<file path="config.mk">
export PLATFORM = sky130hd
export DESIGN_NAME = handshake_fifo_buffer
export DESIGN_NICKNAME = d
export VERILOG_FILES = /design/src/rtl/handshake_fifo_buffer.sv
export SDC_FILE = /design/constraint.sdc
export NUM_CORES = 1
export LEC_CHECK = 0
export CAP_MARGIN = 40
export CORE_UTILIZATION = 58
export CTS_BUF_LIST = sky130_fd_sc_hd__clkbuf_16
export DETAILED_ROUTE_END_ITERATION = 10
export PLACE_DENSITY = 0.86
export SETUP_SLACK_MARGIN = 0.4
export SLEW_MARGIN = 20
export SYNTH_ARGS = -nofsm -noshare
export SYNTH_HDL_FRONTEND = slang
export SYNTH_SLANG_ARGS = --single-unit
</file>
<file path="constraint.sdc">
create_clock -name clk -period 3.02 [get_ports clk]
set_input_delay 0.604 -clock clk [delete_from_list [all_inputs] [get_ports clk]]
set_output_delay 0.604 -clock clk [all_outputs]
set_load 0.05 [all_outputs]
</file>
<file path="src/rtl/handshake_fifo_buffer.sv">
// Elastic valid/ready FIFO stage: DEPTH-entry register storage, in-order replay.
// Optional zero-latency empty bypass enabled by defining HANDSHAKE_FIFO_BYPASS_EN.
module handshake_fifo_buffer #(
  parameter int DATA_WIDTH = 32,
  parameter int DEPTH = 4,
  localparam int CW = $clog2(DEPTH + 1)
) (
  input  logic                  clk,
  input  logic                  rst,
  input  logic [DATA_WIDTH-1:0] ins,
  input  logic                  ins_valid,
  output logic                  ins_ready,
  output logic [DATA_WIDTH-1:0] outs,
  output logic                  outs_valid,
  input  logic                  outs_ready,
  output logic [CW-1:0]         count
);

  localparam int AW = (DEPTH > 1) ? $clog2(DEPTH) : 1;

  typedef enum logic [1:0] {
    OCC_EMPTY   = 2'd0,
    OCC_PARTIAL = 2'd1,
    OCC_FULL    = 2'd2
  } occ_e;

  logic [DATA_WIDTH-1:0] mem_r [DEPTH];
  logic [AW-1:0]         wr_ptr_r;
  logic [AW-1:0]         rd_ptr_r;
  logic [CW-1:0]         count_r;

  occ_e                  occ_s;
  logic                  bypass_s;
  logic                  push_s;
  logic                  pop_s;
  logic                  wr_en_s;
  logic                  rd_en_s;

  // Occupancy decode from the registered count.
  always_comb begin
    occ_s = OCC_PARTIAL;
    if (count_r == {CW{1'b0}}) begin
      occ_s = OCC_EMPTY;
    end else if (count_r == CW'(DEPTH)) begin
      occ_s = OCC_FULL;
    end else begin
      occ_s = OCC_PARTIAL;
    end
  end

  // Handshake outputs and the storage/pointer enables.
  always_comb begin
    bypass_s   = 1'b0;
    ins_ready  = (occ_s != OCC_FULL) & rst;
`ifdef HANDSHAKE_FIFO_BYPASS_EN
    bypass_s   = (occ_s == OCC_EMPTY) & ins_valid & rst;
`else
    bypass_s   = 1'b0;
`endif
    outs_valid = ((occ_s != OCC_EMPTY) | bypass_s) & rst;
    case (occ_s)
      OCC_PARTIAL, OCC_FULL: outs = mem_r[rd_ptr_r];
      OCC_EMPTY:             outs = bypass_s ? ins : {DATA_WIDTH{1'b0}};
      default:               outs = {DATA_WIDTH{1'b0}};
    endcase
    if (!outs_valid) begin
      outs = {DATA_WIDTH{1'b0}};
    end else begin
      outs = outs;
    end
    push_s  = ins_valid & ins_ready;
    pop_s   = outs_valid & outs_ready;
    // A bypassed token that is taken on the spot never touches storage.
    wr_en_s = push_s & ~(bypass_s & outs_ready);
    rd_en_s = pop_s & ~bypass_s;
  end

  // Pointers and occupancy counter; cleared asynchronously so reset discards all tokens.
  always_ff @(posedge clk or negedge rst) begin
    if (!rst) begin
      wr_ptr_r <= {AW{1'b0}};
      rd_ptr_r <= {AW{1'b0}};
      count_r  <= {CW{1'b0}};
    end else begin
      if (wr_en_s) begin
        wr_ptr_r <= wr_ptr_r + AW'(1);
      end else begin
        wr_ptr_r <= wr_ptr_r;
      end
      if (rd_en_s) begin
        rd_ptr_r <= rd_ptr_r + AW'(1);
      end else begin
        rd_ptr_r <= rd_ptr_r;
      end
      case ({wr_en_s, rd_en_s})
        2'b10:   count_r <= count_r + CW'(1);
        2'b01:   count_r <= count_r - CW'(1);
        default: count_r <= count_r;
      endcase
    end
  end

  // Token storage; contents are don't-care until written, so no reset.
  always_ff @(posedge clk) begin
    if (wr_en_s) begin
      mem_r[wr_ptr_r] <= ins;
    end else begin
      mem_r[wr_ptr_r] <= mem_r[wr_ptr_r];
    end
  end

  assign count = count_r;

endmodule

</file>
Word level (Yosys, flattened, before mapping) --
Memory sizes are Yosys's and may differ from the RTL's. Index checks and enable logic that the tools add are counted.
Cells by class: $add $sub $neg 4, multiply operators 0, div/mod/pow operators 0, magnitude comparators 0, eq/ne operators 7, shift-type cells 0, multiplexer cells 9, bitwise logic cells 5, reduce and logical (&&, ||, !) cells 5
Operators by type and width (count):
- $mux W32 | 3
- $pmux W3 S2 | 1
- $add A2 B1 Y2 const B | 2
- $and A1 B1 Y1 | 4
- $eq A2 B1 Y1 const B | 2
- $eq A2 B2 Y1 const B | 2
- $mux W2 | 2
- $reduce_bool A2 Y1 | 2
- $add A3 B1 Y3 const B | 1
- $eq A3 B3 Y1 const B | 1
- $logic_not A3 Y1 | 1
- $mux W1 | 3
- $sub A3 B1 Y3 const B | 1
- $ne A2 B2 Y1 const B | 1
- $reduce_and A2 Y1 | 1
- $reduce_or A2 Y1 | 1
- $ne A0 B0 Y1 | 1
- $or A1 B1 Y1 | 1
Word-level totals: flip-flop bits (word level) 7, latch bits 0, bits in writable memories 128, memory bits (read-only) 0, output and inout bits 37, memories 1
Memory list:
- mem_r | words 4, width 32, read ports 1, clocked after memory_dff 0, write ports 1, RTL line 27 | logic [DATA_WIDTH-1:0] mem_r [DEPTH];

Longest topological paths before layout --
word-level depth 9, depth in mapped cells 9, depth with buffers taken out 9

Least setup slack after synthesis --
OpenSTA, ideal clock, no wires.
kind flip-flop to output port, start point reg count_r[0], in the netlist count[0], end point out outs[22], arrival time 2.087 ns, setup slack 0.329 ns, stages on the path, launching flop included 4, path buffers 1, path through dfrtp_1 -> o31a_1 -> clkbuf_1 -> and2_1
On the way: elaborated cells on any way between the ends 11
RTL lines:
- start, declared | RTL line 30 | logic [CW-1:0] count_r;
- start signal, assigned | RTL line 83 | count_r <= {CW{1'b0}};
- start signal, assigned | RTL line 96 | 2'b10: count_r <= count_r + CW'(1);
- start signal, assigned | RTL line 97 | 2'b01: count_r <= count_r - CW'(1);
- $eq A3 B3 Y1 | RTL line 44 | end else if (count_r == CW'(DEPTH)) begin
- $mux W2 | RTL line 44
- $mux W2 * | RTL line 42 | if (count_r == {CW{1'b0}}) begin
- $reduce_bool A2 Y1 * | RTL line 60 | outs_valid = ((occ_s != OCC_EMPTY) | bypass_s) & rst;
- $and A1 B1 Y1 * | RTL line 60
- via outs_valid | RTL line 14 | output logic outs_valid,
- $mux W32 * | RTL line 66 | if (!outs_valid) begin
- end, declared | RTL line 13 | output logic [DATA_WIDTH-1:0] outs,
Mark *: on every way through the listed nets, which the timed path passes. The rest lies on a longest branch.

Final worst setup path --
start point reg rd_ptr_r[0], end point out outs[8]
On the way: cells in the longest elaborated chain, start to end 3
RTL lines:
- start, declared | RTL line 29 | logic [AW-1:0] rd_ptr_r;
- start signal, assigned | RTL line 82 | rd_ptr_r <= {AW{1'b0}};
- start signal, assigned | RTL line 91 | rd_ptr_r <= rd_ptr_r + AW'(1);
- start signal, assigned | RTL line 93 | rd_ptr_r <= rd_ptr_r;
- $mem_v2 Z4 W32
- $mux W32 | RTL line 61 | case (occ_s)
- $mux W32 | RTL line 66
Every way passes these cells.

==> summary.md <==
| Metric | Value |
|---|---|
| Vias in the first global route | `2871` |
| Die Area | `9530 sq um` |
| Diodes inserted | `0` |
| Most frequent cells in the layout | `128 x edfxtp_1, 38 x clkdlybuf4s50_1, 38 x buf_12` |
| CP Buf/Inv Count | `2` |
| WHS | `~0.54 ns` |
| Comb pwr share | `0.390` |
| Fmax | `about 0.38 GHz` |
| CORE AREA | `roughly 9000 sq um` |
| Clk slew on worst S/H paths | `~0.060 ns` |
| Initial drt markers | `~110` |
| DR WL/cell | `22.1 microns` |
| Total power | `~0.0073 W` |
| Area growth, synth to finish | `35.4%` |
| Post-Synthesis Cell Area | `around 5300 sq um` |
| Clock Sinks | `~140` |
| Worst slew margin | `0.670` |
| Most common cell after layout, fill and taps aside | `edfxtp_1` |
| Setup TNS | `0 ns` |
| Register area share after synthesis | `0.758` |
| Global-route wire length before repair | `between 15 and 20 mm` |
| Via-per-instance ratio | `roughly 5.7` |
| RSZ-0062 raised after global routing | `true` |
| Post-Synthesis Cells | `between 200 and 250` |
| CP Class | `flip-flop to output pin` |
| R2R Path End | `count[2]$_DFFE_PN0P_` |
| Num CTS Buffers | `17` |
| Clk_skew | `0.00565 ns` |
| Max-Cap Viols | `0` |
| GRT overflow | `0` |
| Cell taking the most area after synthesis | `edfxtp_1` |
| Min-Delay Path Class | `primary input to async pin` |
| CP Launch Point | `rd_ptr_r[0]$_DFFE_PN0P_` |
| Sw Share | `0.326` |
| DRC | `9` |
| Crit-path slowest cell | `mux4_2` |
| Met3 layer usage reported by global route | `0.0655` |
| Via count | `around 2600` |
| Crit path largest cell delay | `around 0.51 ns` |
| Antenna violations before repair | `0` |
| TritonCTS clock tree | `done` |
| Drt total wl | `10.1 mm` |
| I/O Buffers | `between 70 and 80` |
| GR peak layer | `met2` |
| Share of the synthesized area in the top cell type | `0.725` |
| Peak VDD IR | `around 0.63 mV` |
| Cell family with most CP delay | `multiplexers` |
| Synth Area per Inst | `about 22 sq um` |
| Final Max Tran Viols | `0` |
| Critical Path RT | `about 2.4 ns` |
| Pre-antenna DRT Iters | `10` |
| Setup violators final | `0` |
| Pwr dens | `between 1000 and 1500 nW/um^2` |
| ANT nets after route | `0` |
| Tmin final | `2.61 ns` |
| Post-synth net total | `approximately 280` |
| Cell Int Power | `0.00492 W` |
| Initial Util | `0.602` |
| Tcrit/Tclk final | `0.864` |
| R2R Path Start | `count[0]$_DFFE_PN0P_` |
| Post-layout nets | `380` |
| Worst path arrival time | `about 2 ns` |
| Critical path, cell by cell | `buf_4 -> mux4_2 -> and2_1 -> buf_12` |
| Yosys cell types | `22` |
| Standard-cell rows | `34` |
| Root Buffer | `clkbuf_16` |
| Critical Path Start Type | `flip-flop` |
| Final Hold Viols | `0` |
| Failing checks | `design-rule violations` |
| Switch Pwr | `around 0.0024 W` |
| Clk buf depth | `2` |
| Reg power frac | `0.331` |
| CP endpoint kind | `output pin` |
| Status | `finished with violations` |
| Die H | `~100 microns` |
| Synth area leaders | `edfxtp_1 72%, mux4_2 12%, and2_1 4.4%` |
| Largest net degree at the start of global routing | `34` |
| Met1 GRT Util | `0.304` |
| Clk Latency, worst-skew pair | `approximately 0.41 ns` |
| Lkg Pwr | `roughly 2.5 nW` |
| Met2 usage | `0.389` |
| Top Ports | `73` |
| Clock share of power | `0.279` |
| FF-to-FF path depth | `10` |
| R2r setup slk | `between 1 and 1.5 ns` |
| Worst slew pin tran | `about 0.49 ns` |
| Ys Warns | `0` |
| Yosys reg bits | `approximately 140` |
| Htree depth | `4` |
| Critical path fanouts, max | `7` |
| Die X | `97.6 microns` |
| DPL Wire Length | `6.12 mm` |
| RD Place Congestion | `0.751` |
| GRT Total Usage | `0.238` |
| Share of post-route cells with drive strength above 1 | `0.342` |
[worst max path at each step]
stage / endpoint / depth (start not counted) / slack, ns
2_1_floorplan: ins_ready / 2 / 0.47
3_3_place_gp: count[2]$_DFFE_PN0P_ / 12 / 0.43
3_5_place_dp: count[2]$_DFFE_PN0P_ / 12 / 0.35
4_1_cts: outs[24] / 4 / 0.38
5_1_grt: outs[15] / 4 / 0.36
6_report: outs[8] / 4 / 0.41
[cell type report]
type	instances	area (sq um)
Clock inverter	15	166
Fill cell	408	1620
Inverter	6	22.5
Multi-Input combinational cell	90	1160
Timing Repair Buffer	88	1250
Sequential cell	135	4020
Clock buffer	17	425
Tap cell	108	135
[metal layers]
metal,up-vias,wire length (microns)
met5,-,0
met4,0,210
met3,17,547
met2,96,5180
met1,1354,4200
li1,1162,-
[cells in the mapped netlist, drive strengths merged]
library cell / count
inv: 6
nand3: 1
edfxtp: 128
nor2: 2
clkbuf: 4
mux4: 32
and2: 37
buf: 7
mux2i: 1
a21oi: 1
dfrtp: 7
nand2: 1
a21boi: 1
mux2: 1
fa: 1
o31a: 1
ha: 5
xor2: 3
xnor2: 3
[flip-flops by register name (all words and copies together), names as in the netlist]
register,cells
count,3
mem_r,128
rd_ptr_r,2
wr_ptr_r,2
[through the flow]
| stage | cells | cell area [sq um] | worst slack [ns] | utilization |
|---|---|---|---|---|
| 2_1_floorplan | 242 | 5310 | 0.466 | - |
| 5_1_grt | 459 | 7180 | 0.357 | 0.816 |
| 3_3_place_gp | 423 | 6550 | 0.428 | 0.743 |
| 4_1_cts | 459 | 7170 | 0.384 | 0.814 |
| 3_5_place_dp | 423 | 6550 | 0.347 | 0.743 |
| 6_report | 459 | 7180 | 0.409 | 0.816 |
[power by group through the flow]
stage | sequential, W | clock, W | combinational [W]
after floorplan | 0.00247 | 0 | 0.00164
after CTS | 0.00242 | 0.00206 | 0.00286
after detailed placement | 0.00249 | 0 | 0.00273
final | 0.00242 | 0.00203 | 0.00285
after global routing | 0.00244 | 0.00213 | 0.00298
after global placement | 0.00246 | 0 | 0.00267
[what timing repair did]
action	CTS	global route
setup buffers	4	0
gates resized for setup	3	6
hold buffers	0	0
setup endpoints to repair	32	19
gates cloned	0	0
[cells by family after synthesis]
logic type,Yosys count,synth area share
muxes,34,0.143
and+or+nand+nor,41,0.0467
AOI/OAI and AO/OA,3,0.00401
xor gates and xnor gates,6,0.00991
adders and majority gates,6,0.0156
DFF,135,0.758
buffers and inverters,17,0.0234
Power figures use the tool's default switching activity.
